--- config.mk ---
export PLATFORM = sky130hd
export DESIGN_NAME = bcd_to_bin_seq
export DESIGN_NICKNAME = d
export VERILOG_FILES = /design/src/rtl/calculator_pkg.sv /design/src/rtl/bcd_digit_adjust.sv /design/src/rtl/bcd_to_bin_seq.sv
export SDC_FILE = /design/constraint.sdc
export NUM_CORES = 1
export LEC_CHECK = 0
export BUFFER_PORTS_ARGS = -buffer_cell sky130_fd_sc_hd__buf_2
export CAP_MARGIN = 10
export CORE_MARGIN = 5
export CORE_UTILIZATION = 40
export DETAILED_ROUTE_END_ITERATION = 8
export GPL_TIMING_DRIVEN = 0
export PLACE_DENSITY = 0.64
export SLEW_MARGIN = 5
export SYNTH_ARGS = -nofsm -noshare
export SYNTH_HDL_FRONTEND = slang
export SYNTH_SLANG_ARGS = --single-unit
--- constraint.sdc ---
create_clock -name clk -period 6.6 [get_ports clk]
set_clock_uncertainty 0.15 [all_clocks]
set_input_delay 0 -clock clk [delete_from_list [all_inputs] [get_ports clk]]
set_output_delay 0 -clock clk [all_outputs]
set_load 0.03 [all_outputs]
--- src/rtl/calculator_pkg.sv ---
// Shared calculator types and constants.
// Holds the BCD digit type, the reverse double-dabble adjust constants and the
// state type of the BCD-to-binary sequencer. No ports; imported by the
// converter and its digit-adjust sub-module.
package calculator_pkg;

   typedef logic [3:0] bcd_digit_t;

   localparam bcd_digit_t BCD_MAX_DIGIT  = 4'd9;
   localparam bcd_digit_t BCD_ADJ_THRESH = 4'd8;
   localparam bcd_digit_t BCD_ADJ_VAL    = 4'd3;

   typedef enum logic [1:0] {
      IDLE,
      SHIFT,
      NEG
   } b2b_state_t;

   // A packed nibble that is not a legal decimal digit.
   function automatic logic bcd_digit_invalid(input bcd_digit_t d);
      return d > BCD_MAX_DIGIT;
   endfunction

endpackage

--- src/rtl/bcd_digit_adjust.sv ---
// Reverse double-dabble digit correction.
// Ports:
//   digit_in  - BCD digit after the right shift
//   digit_out - digit_in minus 3 when digit_in >= 8, else digit_in unchanged
module bcd_digit_adjust
   import calculator_pkg::*;
(
   input  bcd_digit_t digit_in,
   output bcd_digit_t digit_out
);

   always_comb begin
      digit_out = digit_in;
      if (digit_in >= BCD_ADJ_THRESH) begin
         digit_out = digit_in - BCD_ADJ_VAL;
      end
   end

endmodule

--- src/rtl/bcd_to_bin_seq.sv ---
// Sequential packed-BCD to binary converter (reverse double-dabble, one
// shift/adjust iteration per clock).
// Ports:
//   clk      - system clock (clk_50 domain)
//   reset    - asynchronous active-high reset
//   start    - conversion request, only honoured while idle
//   bcd      - packed BCD operand, digit 0 in [3:0], sampled on the accepting edge
//   bcd_neg  - sign of the operand (only when BCD_SIGN_EN is defined)
//   busy     - conversion in progress
//   done     - one-cycle pulse, binary/error/overflow valid
//   binary   - converted value, held until the next accepted start
//   error    - a digit was >9 on the accepted start
//   overflow - result does not fit in BITS (or negative magnitude > 2^(BITS-1))
// Optional feature macro: BCD_SIGN_EN (adds bcd_neg and the NEG state).
module bcd_to_bin_seq
   import calculator_pkg::*;
#(
   parameter int unsigned BITS       = 32,
   parameter int unsigned NUM_DIGITS = 8
) (
   input  logic                    clk,
   input  logic                    reset,
   input  logic                    start,
   input  logic [4*NUM_DIGITS-1:0] bcd,
`ifdef BCD_SIGN_EN
   input  logic                    bcd_neg,
`endif
   output logic                    busy,
   output logic                    done,
   output logic [BITS-1:0]         binary,
   output logic                    error,
   output logic                    overflow
);

   localparam int unsigned W  = 4 * NUM_DIGITS;
   localparam int unsigned CW = $clog2(W + 1);
   localparam logic [CW-1:0] LAST_COUNT = CW'(W - 1);

   b2b_state_t      state;
   logic [W-1:0]    bcd_reg;
   logic [W-1:0]    bin_reg;
   logic [CW-1:0]   count;
`ifdef BCD_SIGN_EN
   localparam logic [BITS-1:0] NEG_LIMIT = {1'b1, {(BITS-1){1'b0}}};
   logic            neg_reg;
`endif

   logic [2*W-1:0]  shifted;
   logic [W-1:0]    bcd_sh;
   logic [W-1:0]    bin_sh;
   logic [W-1:0]    bcd_adj;
   logic [BITS-1:0] bin_fit;
   logic            bin_hi;
   logic            bcd_bad;

   // One iteration: shift the joint register right, then correct each digit.
   always_comb begin
      shifted = {bcd_reg, bin_reg} >> 1;
      bcd_sh  = shifted[2*W-1:W];
      bin_sh  = shifted[W-1:0];
   end

   for (genvar g = 0; g < NUM_DIGITS; g++) begin : g_adj
      bcd_digit_adjust u_adj (
         .digit_in  (bcd_sh[4*g +: 4]),
         .digit_out (bcd_adj[4*g +: 4])
      );
   end

   // The cast truncates or zero-extends to the result width.
   assign bin_fit = BITS'(bin_sh);

   if (BITS >= W) begin : g_no_hi
      assign bin_hi = 1'b0;
   end else begin : g_hi
      assign bin_hi = |bin_sh[W-1:BITS];
   end

   always_comb begin
      bcd_bad = 1'b0;
      for (int i = 0; i < NUM_DIGITS; i++) begin
         if (bcd_digit_invalid(bcd[4*i +: 4])) begin
            bcd_bad = 1'b1;
         end
      end
   end

   always_ff @(posedge clk or posedge reset) begin
      if (reset) begin
         state    <= IDLE;
         bcd_reg  <= '0;
         bin_reg  <= '0;
         count    <= '0;
         busy     <= 1'b0;
         done     <= 1'b0;
         binary   <= '0;
         error    <= 1'b0;
         overflow <= 1'b0;
`ifdef BCD_SIGN_EN
         neg_reg  <= 1'b0;
`endif
      end else begin
         done <= 1'b0;
         case (state)
            IDLE: begin
               if (start) begin
                  bcd_reg <= bcd;
                  bin_reg <= '0;
                  count   <= '0;
`ifdef BCD_SIGN_EN
                  neg_reg <= bcd_neg;
`endif
                  if (bcd_bad) begin
                     // Invalid operand: report immediately, no iterations.
                     error    <= 1'b1;
                     overflow <= 1'b0;
                     binary   <= '0;
                     done     <= 1'b1;
                  end else begin
                     state <= SHIFT;
                     busy  <= 1'b1;
                     error <= 1'b0;
                  end
               end
            end

            SHIFT: begin
               bcd_reg <= bcd_adj;
               bin_reg <= bin_sh;
               // Stops at W at the most, since the state leaves SHIFT there.
               count   <= count + 1'b1;
               if (count == LAST_COUNT) begin
                  binary   <= bin_fit;
                  overflow <= bin_hi;
`ifdef BCD_SIGN_EN
                  if (neg_reg) begin
                     state <= NEG;
                  end else begin
                     state <= IDLE;
                     busy  <= 1'b0;
                     done  <= 1'b1;
                  end
`else
                  state <= IDLE;
                  busy  <= 1'b0;
                  done  <= 1'b1;
`endif
               end
            end

`ifdef BCD_SIGN_EN
            NEG: begin
               // Negating zero gives zero, so negative zero needs no special case.
               binary   <= ~binary + 1'b1;
               overflow <= overflow | (binary > NEG_LIMIT);
               state    <= IDLE;
               busy     <= 1'b0;
               done     <= 1'b1;
            end
`endif

            default: begin
               state <= IDLE;
               busy  <= 1'b0;
            end
         endcase
      end
   end

endmodule

# Word-level counts from Yosys, hierarchy flattened
# Index checks and enable logic that the tools add are counted.
word_totals:
  elab_cells: 87
  out_inout_bits: 36
  register_bits: 108
op_classes:
  addsub: 9
  order_cmp: 16
  mux: 41
  reduce_logical: 6
  n_eq_ne: 6
ops:
  columns: ["operator", "n"]
  rows:
  - ["one-hot mux 32 bit (2 select lines)", 3]
  - ["two-way mux 32 bit", 5]
  - ["greater-than comparator 4 bit, second input constant", 8]
  - ["two-way mux 4 bit", 8]
  - [">= comparator 4 bit, second input constant", 7]
  - ["subtractor 4 x 2 -> 4 bit, second input constant", 7]
  - ["two-way mux 1 bit", 16]
  - ["one-hot mux 6 bit (2 select lines)", 1]
  - ["!= test 2 bit, second input constant", 4]
  - ["adder 6 x 1 -> 6 bit, second input constant", 1]
  - ["== test 6 x 5 -> 1 bit, second input constant", 1]
  - ["two-way mux 2 bit", 3]
  - ["two-way mux 6 bit", 1]
  - ["one-hot mux 1 bit (2 select lines)", 3]
  - [">= comparator 3 x 4 -> 1 bit, second input constant", 1]
  - ["one-hot mux 2 bit (2 select lines)", 1]
  - ["AND reduction 2 bit", 2]
  - ["AND reduction 4 bit", 1]
  - ["subtractor 3 x 2 -> 4 bit, second input constant", 1]
  - ["AND reduction 3 bit", 1]
  - ["== test 2 x 1 -> 1 bit, second input constant", 1]
  - ["zero test 2 bit", 1]
  - ["nonzero test 2 bit", 1]

# Logic depth before layout (Yosys ltp)
# Gate-level depths: netlist of run 1.
depth:
  depth_word: 12
  depth_mapped: 6

# By module
# From an unflattened synthesis of run 1, not the netlist that was laid out.
hier_totals:
  cells_unflattened: 553
  hier_area_um2: 5108.6
modules_own_cells:
  columns: ["module", "seq_area_each_um2", "area_each_um2", "cells_each", "instances"]
  rows:
  - ["bcd_to_bin_seq", 2602.5, 4498.1, 465, 1]
  - ["bcd_digit_adjust", 0.0, 76.3, 11, 8]

# Worst setup path after synthesis of run 1
# No wires, ideal clock.
synth_timing:
  path_type: "reg-to-reg"
  start: "register, netlist name busy"
  end: "register binary[0]"
  t_arrival_ns: 1.517
  period_less_slack_ns: 1.804
  path_stages_with_launch: 6
  setup_ns: 0.136
  path_buffers: 2
  slack_ns: 4.796
  cell_sequence: "dfrtp_1 > buf_2 > nand2b_1 > a21oi_1 > clkbuf_1 > a21oi_1"
synth_lines:
  columns: ["item", "line_no", "rtl"]
  rows:
  - ["to (signal assigned)", "bcd_to_bin_seq.sv:133", "binary <= bin_fit;"]
  - ["to (decl)", "bcd_to_bin_seq.sv:30", "output logic [BITS-1:0] binary,"]

==> results of run 1 <==
stage by stage:
step / std cells / hold WS (ns) / total power, mW / setup WS (ns)
5_1_grt: 795 / 0.169 / 2.12 / 4.22
3_3_place_gp: 745 / 0.143 / 1.41 / 2.53
3_5_place_dp: 746 / -0.0568 / 1.44 / 4.40
4_1_cts: 795 / 0.125 / 1.99 / 4.38
2_1_floorplan: 508 / 0.00635 / 1.28 / 3.72
6_report: 795 / 0.101 / 1.98 / 4.43
cells by family after synthesis:
group / Yosys count / share of synthesized area
compound gates: 125 / 0.142
xor+xnor: 17 / 0.0302
fa+ha+maj: 15 / 0.0381
buf+inv: 48 / 0.0441
flops: 104 / 0.528
mux: 33 / 0.0672
other cells: 1 / 0.000760
simple gates: 165 / 0.150
routing by layer:
| layer | vias to the layer above | wire length, um | GRT usage |
|---|---|---|---|
| li1 | 1942 | - | - |
| met1 | 1933 | 5550 | 0.235 |
| met2 | 100 | 5570 | 0.267 |
| met3 | 18 | 599 | 0.0331 |
| met4 | 0 | 234 | 0.0567 |
| met5 | - | 0 | 0 |
worst paths after layout:
| path | from | to | slack [ns] | cells after the start |
|---|---|---|---|---|
| max in group asynchronous | reset | bin_reg[7]$_DFFE_PP0P_ | 5.49 | 4 |
| min reg2reg | bcd_reg[29]$_DFFE_PP0P_ | bcd_reg[28]$_DFFE_PP0P_ | 0.34 | 2 |
| max | busy$_DFFE_PP0P_ | binary[5]$_DFFE_PP0P_ | 4.43 | 5 |
| max reg2reg | busy$_DFFE_PP0P_ | binary[5]$_DFFE_PP0P_ | 4.43 | 5 |
| min | reset | binary[0]$_DFFE_PP0P_ | 0.10 | 3 |
| min in group clk | bcd[31] | bcd_reg[31]$_DFFE_PP0P_ | 0.32 | 4 |
synth_stat cells, types with 2 or more instances:
| master | count | share of area |
|---|---|---|
| nand2_1 | 114 | 0.087 |
| dfrtp_1 | 104 | 0.53 |
| o21ai_0 | 50 | 0.051 |
| a21oi_1 | 47 | 0.048 |
| nand2b_1 | 33 | 0.042 |
| mux2i_1 | 32 | 0.065 |
| clkbuf_1 | 19 | 0.014 |
| ha_1 | 15 | 0.038 |
| inv_1 | 15 | 0.011 |
| a22o_1 | 10 | 0.018 |
| nor2_1 | 10 | 0.0076 |
| xnor2_1 | 9 | 0.016 |
| buf_2 | 8 | 0.0081 |
| xor2_1 | 8 | 0.014 |
| a211oi_1 | 7 | 0.011 |
| o22ai_1 | 7 | 0.0089 |
| buf_6 | 3 | 0.0069 |
| and4_1 | 2 | 0.0036 |
| nand3_1 | 2 | 0.0020 |
power by group:
part / switching, mW / internal, mW / total [mW] / leakage, nW
registers: 0.147 / 0.753 / 0.900 / 1.38
clock network: 0.239 / 0.292 / 0.532 / 0.135
logic: 0.301 / 0.250 / 0.551 / 1.38
total: 0.687 / 1.30 / 1.98 / 2.90
tightest hold or removal path: cells and delay by family:
family | cells | cell delay [ns]
buffers and inverters | 3 | 1.05
repair_timing:
action                                 4_1_cts  5_1_grt
endpoints found under the hold margin       74        0
hold buffers                                34        0
setup buffers                                0        0
final cells by class:
cell class	instances	area share
well taps	168	0.0342
clock inverters	5	0.00957
inverters	15	0.00957
flip-flops and latches	104	0.424
repair buffers	104	0.116
clock buffers	10	0.0373
plain buffers	33	0.0263
multi-input cells	356	0.344
==> results.md, run 1 <==
* Clk sinks at 104
* Ports at 71
* Slew margin rel. at 0.531
* Peak Freq at 0.460 GHz
* Yosys Warn Count at 0
* Clk pin slew, worst setup/hold paths at 0.07 ns
* GRT Overall Usage at 0.170
* Outcome: completed
* Power density over the cells at 323 nW/um^2
* Crit Path Max Fanout at 10
* Crit-path cells: buf_2 -> nand2b_1 -> a21oi_1 -> clkbuf_1 -> a21oi_1
* Initial DRC Count at about 230
* Max VDD drop at 0.000174 V
* Initial core utilization at 0.409
* Register area share after synthesis at 0.528
* Ys async rst share at 1.00
* Synth-to-Final Area Change at 24.6%
* Number of synthesized flops with an enable pin at 0
* WP data arrival at 2.23 ns
* Final-report max-slew violation count at 0
* Syn_nets at 558
* RSZ-0062 raised after global routing: no
* Post-DP HPWL at 8.15 mm
* Drt wl/cell at approximately 15 um
* Kind of critical path: flip-flop to flip-flop
* Most common cell after layout, fill and taps aside: nand2_1
* Post-Layout Inst Area at slightly above 6000 sq um
* First-pass GRT wire length at 19.7 mm
* Cell Area, Placed at 5520 sq um
* Worst hold path type: primary input to async pin
* Final Hold Violating Endpoints at 0
* Die Span Y at 121 um
* Area taken by multi-input logic gates at about 2100 sq um
* CP Buf/Inv Count at 2
* Number of H-tree levels at 3
* DR DRC count at 0
* Period utilization at 0.329
* Final setup fails at 0
* Avg Cell Area, Syn at 9.71 sq um
* Worst path top cell family by delay: compound AO/OA/AOI/OAI gates
* Final Core Density at 0.509
* Root Driver: clkbuf_16
* Cts repair resizes at 0
* Num CTS Buffers at 9
* Die W at about 120 um
* Slowest-stage cell, CP: a21oi_1
* Synthesized area at 4930 sq um
* Final wirelength at roughly 12 mm
* I/O Buffers at 69
* Max-cap viol count at 0
* Vias in the first global route at between 3000 and 4000
* Via Count at 3993
* GP Congestion at 0.813
* Worst-Skew Late Latency at between 0.3 and 0.4 ns
* Diode count at 0
* Cell Rows at 40
* Vias per cell at between 5 and 6
* Pin count of the biggest net entering global routing at 65
* CP most frequent cell: a21oi_1
* Setup_tns at 0 ns
* Register bit total from synthesis at 104
* Cell variety after synth at 32
* Startpoint type of the worst setup path: flip-flop
* Layout cells sized above 1 at 0.161
* Filler cells at 1125
* CP peak stage delay at about 0.58 ns
* Register area at roughly 2600 sq um
* First-pass iteration count of the detailed router at 4
* Worst-margin pin slew at 0.704 ns
* Main synth FF type: dfrtp_1
* Final nets at 673
* Core ar. at 12100 sq um
* CTS tree: yes
* Grt ovf at 0
* Longest Clk Path Bufs at 2
* Initial antenna violation count at 0
* Setup crit end kind: flip-flop
* Routed Antenna Nets at 0
* Post-Syn Instances at 508
* Req. time, crit path at 6.66 ns
* DIE AREA at 14600 sq um
* Final Critical Period at 2.17 ns
* Commonest cells after routing, fill and taps aside: nand2_1 (114), dfrtp_1 (104), buf_2 (77)
* Total leakage power at approximately 2.9 nW
No activity file was read; power rests on OpenSTA's default activity.
==> run 2, diff against run 1 <==
- PLACE_DENSITY: 0.64 -> 0.66
- clock period: 6.6 -> 1.81 ns (I/O delays scaled with it)
==> run 2 against run 1 <==
Compared with the run above: via count grew 0.38%; global-route usage increased by 0.063 points; hold slack improved by 0.034 ns; setup slack got worse by 4.3 ns; maximum frequency up 29%; sequential cell count unchanged; cell area grew 3.8%; register-to-register slack got worse by 4.3 ns; combinational power grew to 3.8 times the previous value; clock power grew to 4.5 times the previous value; power grew to 3.9 times the previous value; critical path type unchanged; largest cell class unchanged.
==> results.md, run 2 (same netlist as run 1, synthesis figures left out) <==
* Outcome: completed
* Power Total at roughly 8 mW
* Clk sinks at 104
* DIE AREA at 14600 sq um
* Worst hold path type: primary input to async pin
* Pin count of the biggest net entering global routing at 30
* Worst-margin pin slew at 0.658 ns
* Reg2reg start: count[2]$_DFFE_PP0P_
* Longest Clk Path Bufs at 2
* First-pass iteration count of the detailed router at 4
* Most used routing layer: met2
* Vias in the first global route at 4009
* GR Util met3 at 0.0294
* Slew margin rel. at 0.560
* Worst-Skew Late Latency at 0.35 ns
* Kind of critical path: flip-flop to flip-flop
* Initial antenna violation count at 0
* R2R cell count at 6
* Via Count at 4008
* Num CTS Buffers at 9
* Grt ovf at 0
* Register area at 2600 sq um
* Req. time, crit path at 1.90 ns
* Max VDD drop at 0.000481 V
* Most common cell after layout, fill and taps aside: nand2_1
* CP Launch Point: count[2]$_DFFE_PP0P_
* Setup crit end kind: flip-flop
* Diode count at 0
* Core ar. at between 10000 and 15000 sq um
* Die W at 121 um
* GRT Overall Usage at 0.170
* Vias per cell at around 5.0
* CTS tree: yes
* Post-DP HPWL at 8.32 mm
* Crit path to: binary[3]$_DFFE_PP0P_
* Root Driver: clkbuf_16
* Layout cells sized above 1 at 0.199
* I/O Buffers at 69
* Peak Freq at just under 0.6 GHz
* Final Hold Violating Endpoints at 0
* DR DRC count at 0
* Worst setup margin at 0.119 ns
* Drt wl/cell at 14.8 um
* Routed Antenna Nets at 0
* GP Congestion at between 0.7 and 0.8
* Die Span Y at 121 um
* First-pass GRT wire length at between 20 and 25 mm
* Final nets at 682
* Cell Rows at 40
* Initial core utilization at 0.409
* Startpoint type of the worst setup path: flip-flop
* Final wirelength at ~12 mm
* R2r endpoint: binary[3]$_DFFE_PP0P_
* Final setup fails at 0
* Power density over the cells at roughly 1200 nW/um^2
* Met2 Use GR at 0.284
* Final-report max-slew violation count at 0
* Period utilization at 0.934
* Crit Path Max Fanout at 10
* RSZ-0062 raised after global routing: no
* Commonest cells after routing, fill and taps aside: nand2_1 (114), dfrtp_1 (103), buf_2 (77)
* Setup_tns at 0 ns
* Area taken by multi-input logic gates at 2140 sq um
* Synth-to-Final Area Change at 29.3%
* Max-cap viol count at 0
* Number of H-tree levels at 3
* Worst slack at placement at -0.406 ns
* Filler cells at 1061
* Initial DRC Count at 203
* Clk pin slew, worst setup/hold paths at 0.07 ns
* Worst reg2reg setup slack at between 0.1 and 0.15 ns
* Ports at just over 70
* Total leakage power at 3.02 nW
* WP data arrival at between 1.5 and 2 ns
* M1 GR Usage at 0.220
* Final Critical Period at about 1.7 ns
run 2: cell count changes in the layout (fill, tap and decap cells not counted), moves of 2 or more:
| cell | previous run | this run |
|---|---|---|
| clkbuf_1 | 20 | 8 |
| buf_4 | 1 | 11 |
| clkbuf_2 | 1 | 8 |
| bufinv_16 | 1 | 4 |
| buf_12 | 0 | 2 |
run 2: how the worst min path moves through the flow:
stage | start | end | cells past startpoint
floorplan | bcd[31] | bcd_reg[31]$_DFFE_PP0P_ | 2
detailed placement | reset | binary[6]$_DFFE_PP0P_ | 2
global placement | bcd[31] | bcd_reg[31]$_DFFE_PP0P_ | 3
CTS | start | error$_DFFE_PP0P_ | 3
finish | reset | binary[7]$_DFFE_PP0P_ | 3
global route | reset | binary[6]$_DFFE_PP0P_ | 3
run 2: repair_timing:
action / 4_1_cts / 5_1_grt
endpoints found under the setup margin: 51 / 68
buffers inserted: 0 / 7
gates resized for setup: 10 / 23
hold endpoints to repair: 59 / 1
hold buffers: 33 / 1
run 2: report_power, final:
group / internal (mW) / switching [mW]
clock: 1.52 / 0.873
sequential: 2.75 / 0.528
combinational: 0.998 / 1.12
total: 5.27 / 2.52
run 2: metal layers:
layer	share of wire	wire [um]
met3	0.042	505
met5	0	0
met1	0.45	5440
met2	0.49	5810
met4	0.017	199
run 2: through the flow:
stage	instances	instance area (sq um)	utilization	hold WS [ns]
floorplan	508	4930	-	0.00635
global placement	745	5490	0.455	0.136
detailed placement	748	5560	0.461	-0.0244
CTS	797	6280	0.521	0.0120
global route	805	6380	0.529	0.201
finish	805	6380	0.529	0.134
run 2: worst max-delay path: stages, from the launching register on:
cell and delay [ns]:
dfrtp_1 0.43, nand4_4 0.15, or3b_1 0.38, buf_2 0.18, buf_6 0.15, nand2_1 0.06
a21oi_1 0.07
run 2: layout make-up:
cell class | instances | area share
clock inverters | 6 | 0.0204
plain buffers | 33 | 0.0290
inverters | 15 | 0.00942
repair buffers | 113 | 0.126
well taps | 168 | 0.0330
clock buffers | 10 | 0.0375
multi-input cells | 356 | 0.336
flip-flops and latches | 104 | 0.408
